$ cat config.mk
export PLATFORM = sky130hd
export DESIGN_NAME = ir_exec_core_flat
export DESIGN_NICKNAME = d
export VERILOG_FILES = /design/src/rtl/ir_pkg.sv /design/src/rtl/ir_exec_core_if.sv /design/src/rtl/ir_alu.sv /design/src/rtl/ir_exec_core.sv /design/src/flat_wrapper.sv
export SDC_FILE = /design/constraint.sdc
export NUM_CORES = 2
export LEC_CHECK = 0
export CAP_MARGIN = 20
export CORE_MARGIN = 4
export CORE_UTILIZATION = 50
export CTS_BUF_LIST = sky130_fd_sc_hd__clkbuf_4 sky130_fd_sc_hd__clkbuf_8
export DETAILED_ROUTE_END_ITERATION = 16
export PLACE_DENSITY = 0.66
export SYNTH_ARGS = -nofsm -noshare
export SYNTH_HDL_FRONTEND = slang
export SYNTH_SLANG_ARGS = --single-unit
export TNS_END_PERCENT = 30
$ cat constraint.sdc
create_clock -name clk -period 10.9 [get_ports clk]
set_input_delay 3.27 -clock clk [delete_from_list [all_inputs] [get_ports clk]]
set_output_delay 3.27 -clock clk [all_outputs]
set_load 0.1 [all_outputs]
$ cat src/rtl/ir_pkg.sv
// Shared types for the IR execute core: opcodes, instruction fields and decode helpers.
// Optional status flags are enabled by defining IR_FLAGS_EN.
package ir_pkg;

    localparam int DATA_W  = 16;
    localparam int NUM_GPR = 32;
    localparam int REG_AW  = 5;
    localparam int OP_W    = 5;

    localparam int OPER_LSB  = 27;
    localparam int RDST_LSB  = 22;
    localparam int RSRC1_LSB = 17;
    localparam int IMM_BIT   = 16;
    localparam int RSRC2_LSB = 11;
    localparam int ISRC_LSB  = 0;

    typedef enum logic [OP_W-1:0] {
        OP_MOVSGPR = 5'd0,
        OP_MOV     = 5'd1,
        OP_ADD     = 5'd2,
        OP_SUB     = 5'd3,
        OP_MUL     = 5'd4,
        OP_OR      = 5'd5,
        OP_AND     = 5'd6,
        OP_XOR     = 5'd7,
        OP_XNOR    = 5'd8,
        OP_NAND    = 5'd9,
        OP_NOR     = 5'd10,
        OP_NOT     = 5'd11
    } opcode_e;

    // rsrc2 and isrc overlap in the word; both views are kept for readability.
    typedef struct packed {
        logic [OP_W-1:0]   oper_type;
        logic [REG_AW-1:0] rdst;
        logic [REG_AW-1:0] rsrc1;
        logic              imm_mode;
        logic [REG_AW-1:0] rsrc2;
        logic [DATA_W-1:0] isrc;
    } instr_t;

    function automatic instr_t decode(input logic [31:0] ir);
        instr_t d;
        d.oper_type = ir[OPER_LSB +: OP_W];
        d.rdst      = ir[RDST_LSB +: REG_AW];
        d.rsrc1     = ir[RSRC1_LSB +: REG_AW];
        d.imm_mode  = ir[IMM_BIT];
        d.rsrc2     = ir[RSRC2_LSB +: REG_AW];
        d.isrc      = ir[ISRC_LSB +: DATA_W];
        return d;
    endfunction

    function automatic logic is_legal(input logic [OP_W-1:0] op);
        return op <= OP_NOT;
    endfunction

endpackage

$ cat src/rtl/ir_exec_core_if.sv
// Instruction/debug bus of the IR execute core; flags_o exists only with IR_FLAGS_EN.
interface ir_exec_core_if;
    import ir_pkg::*;

    logic [31:0]       instr_i;
    logic              instr_valid_i;
    logic [REG_AW-1:0] dbg_addr_i;
    logic [DATA_W-1:0] dbg_data_o;
    logic [DATA_W-1:0] sgpr_o;
    logic              illegal_o;
`ifdef IR_FLAGS_EN
    logic [3:0]        flags_o;
`endif

    modport master (
        output instr_i, instr_valid_i, dbg_addr_i,
`ifdef IR_FLAGS_EN
        input  flags_o,
`endif
        input  dbg_data_o, sgpr_o, illegal_o
    );

    modport slave (
        input  instr_i, instr_valid_i, dbg_addr_i,
`ifdef IR_FLAGS_EN
        output flags_o,
`endif
        output dbg_data_o, sgpr_o, illegal_o
    );

endinterface

$ cat src/rtl/ir_alu.sv
// Combinational ALU for the IR core: result, high half of MUL and (with IR_FLAGS_EN) status flags.
module ir_alu
    import ir_pkg::*;
(
    input  opcode_e           op_i,
    input  logic [DATA_W-1:0] a_i,
    input  logic [DATA_W-1:0] b_i,
    input  logic              imm_mode_i,
    output logic [DATA_W-1:0] result_o,
    output logic [DATA_W-1:0] mul_high_o
`ifdef IR_FLAGS_EN
    ,
    output logic [3:0]        flags_o
`endif
);

    logic [2*DATA_W-1:0] prod;

    assign prod       = {{DATA_W{1'b0}}, a_i} * {{DATA_W{1'b0}}, b_i};
    assign mul_high_o = prod[2*DATA_W-1:DATA_W];

    always_comb begin
        // NOTE: a default before the case keeps every path assigned, so no latch is inferred.
        result_o = '0;
        case (op_i)
            OP_MOV:  result_o = imm_mode_i ? b_i : a_i;
            OP_ADD:  result_o = a_i + b_i;
            OP_SUB:  result_o = a_i - b_i;
            OP_MUL:  result_o = prod[DATA_W-1:0];
            OP_OR:   result_o = a_i | b_i;
            OP_AND:  result_o = a_i & b_i;
            OP_XOR:  result_o = a_i ^ b_i;
            OP_XNOR: result_o = ~(a_i ^ b_i);
            OP_NAND: result_o = ~(a_i & b_i);
            OP_NOR:  result_o = ~(a_i | b_i);
            // In immediate mode operand B already carries isrc.
            OP_NOT:  result_o = imm_mode_i ? ~b_i : ~a_i;
            default: result_o = '0;
        endcase
    end

`ifdef IR_FLAGS_EN
    logic [DATA_W:0] sum_ext;
    logic [DATA_W:0] diff_ext;
    logic            carry;
    logic            overflow;

    assign sum_ext  = {1'b0, a_i} + {1'b0, b_i};
    assign diff_ext = {1'b0, a_i} - {1'b0, b_i};

    always_comb begin
        carry    = 1'b0;
        overflow = 1'b0;
        case (op_i)
            OP_ADD: begin
                carry    = sum_ext[DATA_W];
                overflow = (a_i[DATA_W-1] == b_i[DATA_W-1]) &&
                           (sum_ext[DATA_W-1] != a_i[DATA_W-1]);
            end
            OP_SUB: begin
                carry    = diff_ext[DATA_W];
                overflow = (a_i[DATA_W-1] != b_i[DATA_W-1]) &&
                           (diff_ext[DATA_W-1] != a_i[DATA_W-1]);
            end
            OP_MUL:  carry = |mul_high_o;
            default: carry = 1'b0;
        endcase
    end

    assign flags_o = {result_o[DATA_W-1], (result_o == '0), overflow, carry};
`endif

endmodule

$ cat src/rtl/ir_exec_core.sv
// Single-issue execute/writeback core: 32x16 GPR file, SGPR for MUL high half, illegal-op pulse.
// Defining IR_FLAGS_EN adds registered {sign, zero, overflow, carry} flags on flags_o.
module ir_exec_core
    import ir_pkg::*;
(
    input  logic           clk,
    input  logic           rst_n,
    ir_exec_core_if.slave  core_if
);

    instr_t            ir;
    logic              legal;
    logic              exec;
    logic [DATA_W-1:0] op_a;
    logic [DATA_W-1:0] op_b;
    logic [DATA_W-1:0] alu_result;
    logic [DATA_W-1:0] mul_high;
    logic [DATA_W-1:0] wr_data;

    logic [DATA_W-1:0] gpr_q [NUM_GPR];
    logic [DATA_W-1:0] sgpr_q, sgpr_d;
    logic              illegal_q, illegal_d;

    assign ir    = decode(core_if.instr_i);
    assign legal = is_legal(ir.oper_type);
    assign exec  = core_if.instr_valid_i && legal;
    assign op_a  = gpr_q[ir.rsrc1];
    assign op_b  = ir.imm_mode ? ir.isrc : gpr_q[ir.rsrc2];

`ifdef IR_FLAGS_EN
    logic [3:0] alu_flags;
    logic [3:0] flags_q, flags_d;
`endif

    ir_alu u_alu (
        .op_i       (opcode_e'(ir.oper_type)),
        .a_i        (op_a),
        .b_i        (op_b),
        .imm_mode_i (ir.imm_mode),
        .result_o   (alu_result),
        .mul_high_o (mul_high)
`ifdef IR_FLAGS_EN
        ,
        .flags_o    (alu_flags)
`endif
    );

    always_comb begin
        wr_data   = alu_result;
        sgpr_d    = sgpr_q;
        illegal_d = core_if.instr_valid_i && !legal;
        if (exec) begin
            case (opcode_e'(ir.oper_type))
                OP_MOVSGPR: wr_data = sgpr_q;
                OP_MUL:     sgpr_d  = mul_high;
                default:    ;
            endcase
        end
    end

`ifdef IR_FLAGS_EN
    // MOV and MOVSGPR are legal but deliberately leave the flags alone.
    always_comb begin
        flags_d = flags_q;
        if (exec && (ir.oper_type >= OP_ADD)) flags_d = alu_flags;
    end
`endif

    always_ff @(posedge clk or negedge rst_n) begin
        if (!rst_n) begin
            // NOTE: the GPR file is reset as flops, which rules out mapping it onto a RAM macro.
            for (int i = 0; i < NUM_GPR; i++) gpr_q[i] <= '0;
            sgpr_q    <= '0;
            illegal_q <= 1'b0;
`ifdef IR_FLAGS_EN
            flags_q   <= '0;
`endif
        end else begin
            // NOTE: non-blocking writes let an instruction read old values of its own rdst.
            if (exec) gpr_q[ir.rdst] <= wr_data;
            sgpr_q    <= sgpr_d;
            illegal_q <= illegal_d;
`ifdef IR_FLAGS_EN
            flags_q   <= flags_d;
`endif
        end
    end

    assign core_if.dbg_data_o = gpr_q[core_if.dbg_addr_i];
    assign core_if.sgpr_o     = sgpr_q;
    assign core_if.illegal_o  = illegal_q;
`ifdef IR_FLAGS_EN
    assign core_if.flags_o    = flags_q;
`endif

endmodule

$ cat src/flat_wrapper.sv
// flat-port wrapper written by rule: the top's interface ports become plain ports
module ir_exec_core_flat import ir_pkg::*;
  (clk, rst_n, core_if_instr_i, core_if_instr_valid_i, core_if_dbg_addr_i, core_if_dbg_data_o, core_if_sgpr_o, core_if_illegal_o);
  ir_exec_core_if core_if_i ();
  input  logic clk;
  input  logic rst_n;
  input wire logic [$bits(core_if_i.instr_i)-1:0] core_if_instr_i;
  input wire logic [$bits(core_if_i.instr_valid_i)-1:0] core_if_instr_valid_i;
  input wire logic [$bits(core_if_i.dbg_addr_i)-1:0] core_if_dbg_addr_i;
  output wire logic [$bits(core_if_i.dbg_data_o)-1:0] core_if_dbg_data_o;
  output wire logic [$bits(core_if_i.sgpr_o)-1:0] core_if_sgpr_o;
  output wire logic [$bits(core_if_i.illegal_o)-1:0] core_if_illegal_o;
  assign core_if_i.instr_i = core_if_instr_i;
  assign core_if_i.instr_valid_i = core_if_instr_valid_i;
  assign core_if_i.dbg_addr_i = core_if_dbg_addr_i;
  assign core_if_dbg_data_o = core_if_i.dbg_data_o;
  assign core_if_sgpr_o = core_if_i.sgpr_o;
  assign core_if_illegal_o = core_if_i.illegal_o;
  ir_exec_core u_core (.clk(clk), .rst_n(rst_n), .core_if(core_if_i));
endmodule
---- Yosys cells after proc, flatten, opt, wreduce, memory -nomap -nowiden ----
Cells that the tools add are included.
W data, S select, Z words.
operators by class
  add/subtract/negate cells ............... 2
  multipliers ............................. 1
  order comparisons ....................... 6
  eq/ne operators ......................... 11
  mux-type cells .......................... 18
  bitwise logic cells ..................... 12
  reductions and logical operators ........ 6
operators by type and width
  kind                  number
  $bwmux W512           1
  $bmux W16 S5          3
  $mux W16              12
  $pmux W16 S11         1
  $demux W16 S5         1
  $not A16 Y16          5
  $mul A16 B16 Y32      1
  $ge A6 B6 Y1 const B  4
  $not A5 Y6            4
  $eq A5 B3 Y1 const B  4
  $eq A5 B4 Y1 const B  4
  $add A16 B16 Y16      1
  $and A16 B16 Y16      1
  $or A16 B16 Y16       1
  $sub A16 B16 Y16      1
  $xor A16 B16 Y16      1
  $eq A5 B2 Y1 const B  2
  $lt A6 B1 Y1 const B  1
  $eq A5 B1 Y1 const B  1
  $le A5 B4 Y1 const B  1
  $logic_not A5 Y1      1
  $logic_and A1 B1 Y1   3
  $reduce_and A2 Y1     1
  $logic_not A1 Y1      1
storage, ports and cells
  register bits after elaboration ......... 529
  bits of input ports ..................... 40
  output and inout bits ................... 33
  logic and storage cells ................. 90

---- Logic depth before layout (Yosys ltp) ----
  depth in word-level cells ............... 11
  mapped depth ............................ 38
  depth with buffers taken out ............ 32

---- Hierarchy ----
From an unflattened synthesis, not the netlist that was laid out.
second synthesis, totals
  cell total of the unflattened synthesis .. 3568
  area total of the unflattened synthesis .. 43668.1 um^2
by module, submodules not included
  module        instances  cells an instance  area each (um^2)  sequential area each (um^2)
  ir_exec_core  1          2104               32354.8           13237.7
  ir_alu        1          1464               11313.4           0.0

---- Least setup slack after synthesis ----
OpenSTA, ideal clock, no wires.
  path kind ............................... input -> register
  start point ............................. input core_if_instr_i[17]
  end point ............................... register u_core.sgpr_q[15] (netlist: u_core.core_if.sgpr_o[15])
  library setup time ...................... 135 ps
  arrival ................................. 11634 ps
  data required time ...................... 10765 ps
  setup slack ............................. -869 ps
  stages .................................. 32
  buffers on the path ..................... 5
  path through ............................ buf_2 -> buf_2 -> buf_2 -> buf_1 -> mux4_2 -> mux4_2 -> mux2_2 -> clkbuf_1 -> ha_1 -> fa_1 -> inv_1 -> fa_1 -> fa_1 -> inv_1 -> fa_1 -> fa_1 -> inv_1 -> fa_1 -> inv_1 -> ha_1 -> o21a_1 -> o21ai_0 -> nand2b_1 -> and3_1 -> a211o_1 -> a21o_1 -> o211ai_1 -> a21oi_1 -> or4_1 -> a31oi_1 -> xnor2_1 -> o21ai_0
between the ends
  word-level cells in the longest chain between the ends .. 5
ends and longest elaborated chain
  element                                       RTL line            RTL
  from (decl)                                   flat_wrapper.sv:7   input wire logic [$bits(core_if_i.instr_i)-1:0] core_if_instr_i;
  $not A5 Y6 (implied by the code)              ir_exec_core.sv:27  assign op_a = gpr_q[ir.rsrc1];
  $bmux W16 S5                                  ir_exec_core.sv:27
  $mux W16 (implied by the code) (2 in series)  ir_exec_core.sv:27
  $mul A16 B16 Y32                              ir_alu.sv:19        assign prod = {{DATA_W{1'b0}}, a_i} * {{DATA_W{1'b0}}, b_i};
  to (signal assigned)                          ir_exec_core.sv:81  sgpr_q <= sgpr_d;
  to (decl)                                     ir_exec_core.sv:21  logic [DATA_W-1:0] sgpr_q, sgpr_d;
No other way between the ends. The select of a mux whose other input is x is not followed.
A chain may end at the register's enable or synchronous reset.

---- Final worst setup path ----
  start point ............................. input core_if_instr_i[16]
  end point ............................... register u_core.sgpr_q[15] (netlist: u_core.core_if.sgpr_o[15])
between the ends
  word-level cells in the longest chain between the ends .. 2
ends and longest elaborated chain
  element           RTL line            RTL
  $mux W16          ir_exec_core.sv:28  assign op_b = ir.imm_mode ? ir.isrc : gpr_q[ir.rsrc2];
  $mul A16 B16 Y32  ir_alu.sv:19
No other way between the ends.

==> flow_summary_export.csv <==
group,metric,value,unit
final_layout,design_area,49400,µm²
worst_setup_path,critical_path_arrival,11.20,ns
synth,synth-async-reset-ratio,1.00,
synth,synth_cells,3984,
synth,netlist_area,42000,µm²
die,dieWidth,298,µm
clock_tree,clk_latency,0.75,ns
placement,port_buffers,72,
sta,worstMarginPinSlew,1.19,ns
drt,wl,145,mm
worst_setup_path,slowest_stage,"a2bb2oi_2",
placement,dp_cells,5247,
drt,num_vias,34735,
final_layout,final_cells,5434,
pwr,p_leak,22.0,nW
placement,place_congestion,0.988,
final_layout,final_layout_size_suffix_gt1_frac,0.278,
worst_setup_path,critical_path.max_fanout,9,
clock_tree,clockBufferDepth,3,
sta,rsz0062_at_grt,"false",
synth,synth_common_cells,"nor2_1, dfrtp_1, a21oi_1",
drt,antenna_left,0,
global_routing,grtUsageMet2,0.483,
synth,yosysTopAreaCell,"dfrtp_1",
placement,dpl_cell_area,47000,µm²
die,io_pins,73,
pwr,total_power,12.1,mW
drt,drt_iter0_markers,4105,
worst_setup_path,reg2reg_slack,2.96,ns
min_path,hold_class,"register to register",
final_layout,synthToLayoutAreaGrowth,17.8,%
pwr,internal_power,6.87,mW
global_routing,grt-ovfl-total,0,
pwr,ir_worst_vdd,0.503,mV
clock_tree,numCtsBuffers,98,
worst_setup_path,cp_slowest_stage_delay,0.59,ns
worst_setup_path,r2r_cells,29,
die,initial_core_util,0.508,
global_routing,globalRouteTotalUtil,0.329,
die,die_area,88600,µm²
synth,ys_top_cells_by_area,"dfrtp_1, mux4_2, fa_1",
clock_tree,h-tree-depth,3,
sta,post-route-min-period,10.60,ns
synth,ys.flop_type,"dfrtp_1",
global_routing,grt_pass1_wl,219,mm
die,fp.dieH,298,µm
placement,dp_hpwl,103,mm
final_layout,fin_nets,4673,
global_routing,grt_antenna_before_repair,7,
synth,seq_area_frac_synth,0.315,
pwr,swShare,0.430,
synth,synth_edf_count,0,
sta,period_share,0.972,
drt,vias_per_cell,6.39,
drt,drc,0,
sta,final_hold_viol_count,0,
synth,yosysWarnings,0,
pwr,clockPowerShare,0.183,
global_routing,grtUsageMet1,0.459,
flow_run,maxCapViolCount,0,
pwr,p_sw,5.19,mW
global_routing,grt_max_degree,138,
sta,fin_skew,0.0467,ns
worst_setup_path,startpoint,"core_if_instr_i[16]",
synth,yosys_register_bits,529,
global_routing,grt_pass1_vias,34709,
worst_setup_path,path_common_cell,"fa_1",
synth,synth_top_area_frac,0.315,
final_layout,nFillCells,6836,
final_layout,multi_input_area,26700,µm²
pwr,power_frac_comb,0.595,
die,core,82600,µm²
synth,synth_cell_types,84,
synth,synth_nets,4372,
pwr,powerDensity,244,nW/µm²
sta,finalSetupViolations,0,
worst_setup_path,crit_path_start_kind,"input port",
status,outcome,"finished, final reports clean",
drt,avgRoutedWirePerCell,26.7,µm
global_routing,grt_busiest_layer,"met2",
clock_tree,cts_tree,"done",
sta,finalSetupTns,0,ns
sta,drv_slew,0,
sta,slew_headroom,0.204,
clock_tree,path_clk_slew,0.07,ns
drt,dr.pass1.iters,5,
worst_setup_path,r2r-start,"u_core.gpr_q[72]",
worst_setup_path,required,11.50,ns
sta,clock.fmax,94.4,MHz
clock_tree,clock-sinks,529,
synth,synth.avg_cell_area,10.5,µm²
clock_tree,post_cts_buffers,0,
worst_setup_path,end_kind,"register",
global_routing,grtUsageMet3,0.101,
pwr,p_seq_frac,0.222,
final_layout,seq_area,13200,µm²
synth,yosysMostFrequentCell,"nor2_1",
worst_setup_path,crit_path_end,"u_core.core_if.sgpr_o[15]",
die,std_cell_rows,105,
clock_tree,cts_root_buf,"clkbuf_8",
worst_setup_path,timing.rr.end,"u_core.core_if.sgpr_o[15]",
worst_setup_path,criticalPathCategory,"input port to register",
==> cell families after synthesis <==
kind of cell / synth area share
XOR/XNOR: 0.0115
flip-flops: 0.315
buffers and inverters: 0.0591
AND/OR/NAND/NOR: 0.102
adder cells (fa/ha/maj): 0.138
AO/OA/AOI/OAI: 0.114
multiplexers: 0.259
==> sequential cells by signal, indices dropped and copies added (netlist names) <==
| register | flops |
|---|---|
| u_core.core_if.illegal_o | 1 |
| u_core.core_if.sgpr_o | 16 |
| u_core.gpr_q | 512 |
==> stage by stage <==
step                      worst slack (ns)   util  hold slack (ns)
after floorplan                   -0.00701      -            0.479
final                                0.304  0.598            0.517
after global routing               0.00392  0.598            0.551
after CTS                           0.0416  0.596            0.520
after global placement              -0.636  0.568            0.505
after detailed placement            -0.714  0.568            0.504
==> final cells by class <==
class                      count  share of cell area
antenna                        3            0.000152
multi-input combinational   2850               0.539
clock buffer                 153              0.0397
tap                         1070              0.0271
inverter                     284              0.0217
sequential                   529               0.268
timing repair buffer         522              0.0984
clock inverter                23             0.00618
==> routing by layer <==
layer	up-vias	share of wire
met5	-	0.00025
met4	6	0.046
met3	367	0.13
met2	2101	0.43
met1	17476	0.39
li1	14785	-
==> worst min-delay path by stage <==
stage	from	to	slack (ns)	cells after the start
6_report	u_core.core_if.sgpr_o[4]	u_core.core_if.sgpr_o[4]	0.52	2
2_1_floorplan	u_core.gpr_q[240]	u_core.gpr_q[240]	0.48	2
5_1_grt	u_core.core_if.sgpr_o[4]	u_core.core_if.sgpr_o[4]	0.55	2
3_3_place_gp	u_core.gpr_q[250]	u_core.gpr_q[250]	0.51	2
3_5_place_dp	u_core.core_if.sgpr_o[4]	u_core.core_if.sgpr_o[4]	0.50	2
4_1_cts	u_core.core_if.sgpr_o[4]	u_core.core_if.sgpr_o[4]	0.52	2
==> timing repair <==
action	4_1_cts	5_1_grt
setup endpoints to repair	0	8
gates resized for setup	0	6
hold buffers	0	0
hold endpoints to repair	0	0
==> power by group through the flow <==
| stage | sequential (mW) | combinational, mW | clock, mW |
|---|---|---|---|
| global route | 2.72 | 7.90 | 2.32 |
| CTS | 2.66 | 7.10 | 2.23 |
| floorplan | 2.68 | 4.08 | 0 |
| finish | 2.68 | 7.18 | 2.21 |
| global placement | 2.67 | 6.99 | 0 |
| detailed placement | 2.70 | 7.05 | 0 |
==> cell usage in the layout (no fill, tap or decap), types with 19 or more instances in the layout <==
| cell type | n |
|---|---|
| clkdlybuf4s50_1 | 50 |
| a21oi_2 | 34 |
| a22oi_1 | 20 |
| nor2_4 | 30 |
| mux2_2 | 41 |
| fa_1 | 193 |
| nor2_1 | 653 |
| ha_1 | 155 |
| mux4_2 | 413 |
| o22ai_1 | 27 |
| buf_12 | 59 |
| a21oi_1 | 509 |
| xnor2_1 | 43 |
| nand2_1 | 248 |
| buf_4 | 397 |
| dfrtp_1 | 529 |
| inv_1 | 268 |
| a21o_1 | 19 |
| mux2i_1 | 110 |
| clkbuf_4 | 23 |
| o21ai_0 | 92 |
| clkbuf_8 | 131 |
==> critical path, delay by kind of cell <==
family	cells	cell delay, ns
fa+ha+maj	7	2.84
simple gates	5	1.26
xor+xnor	1	0.13
compound gates	10	2.07
buf+inv	9	1.58
Power figures use the tool's default switching activity.
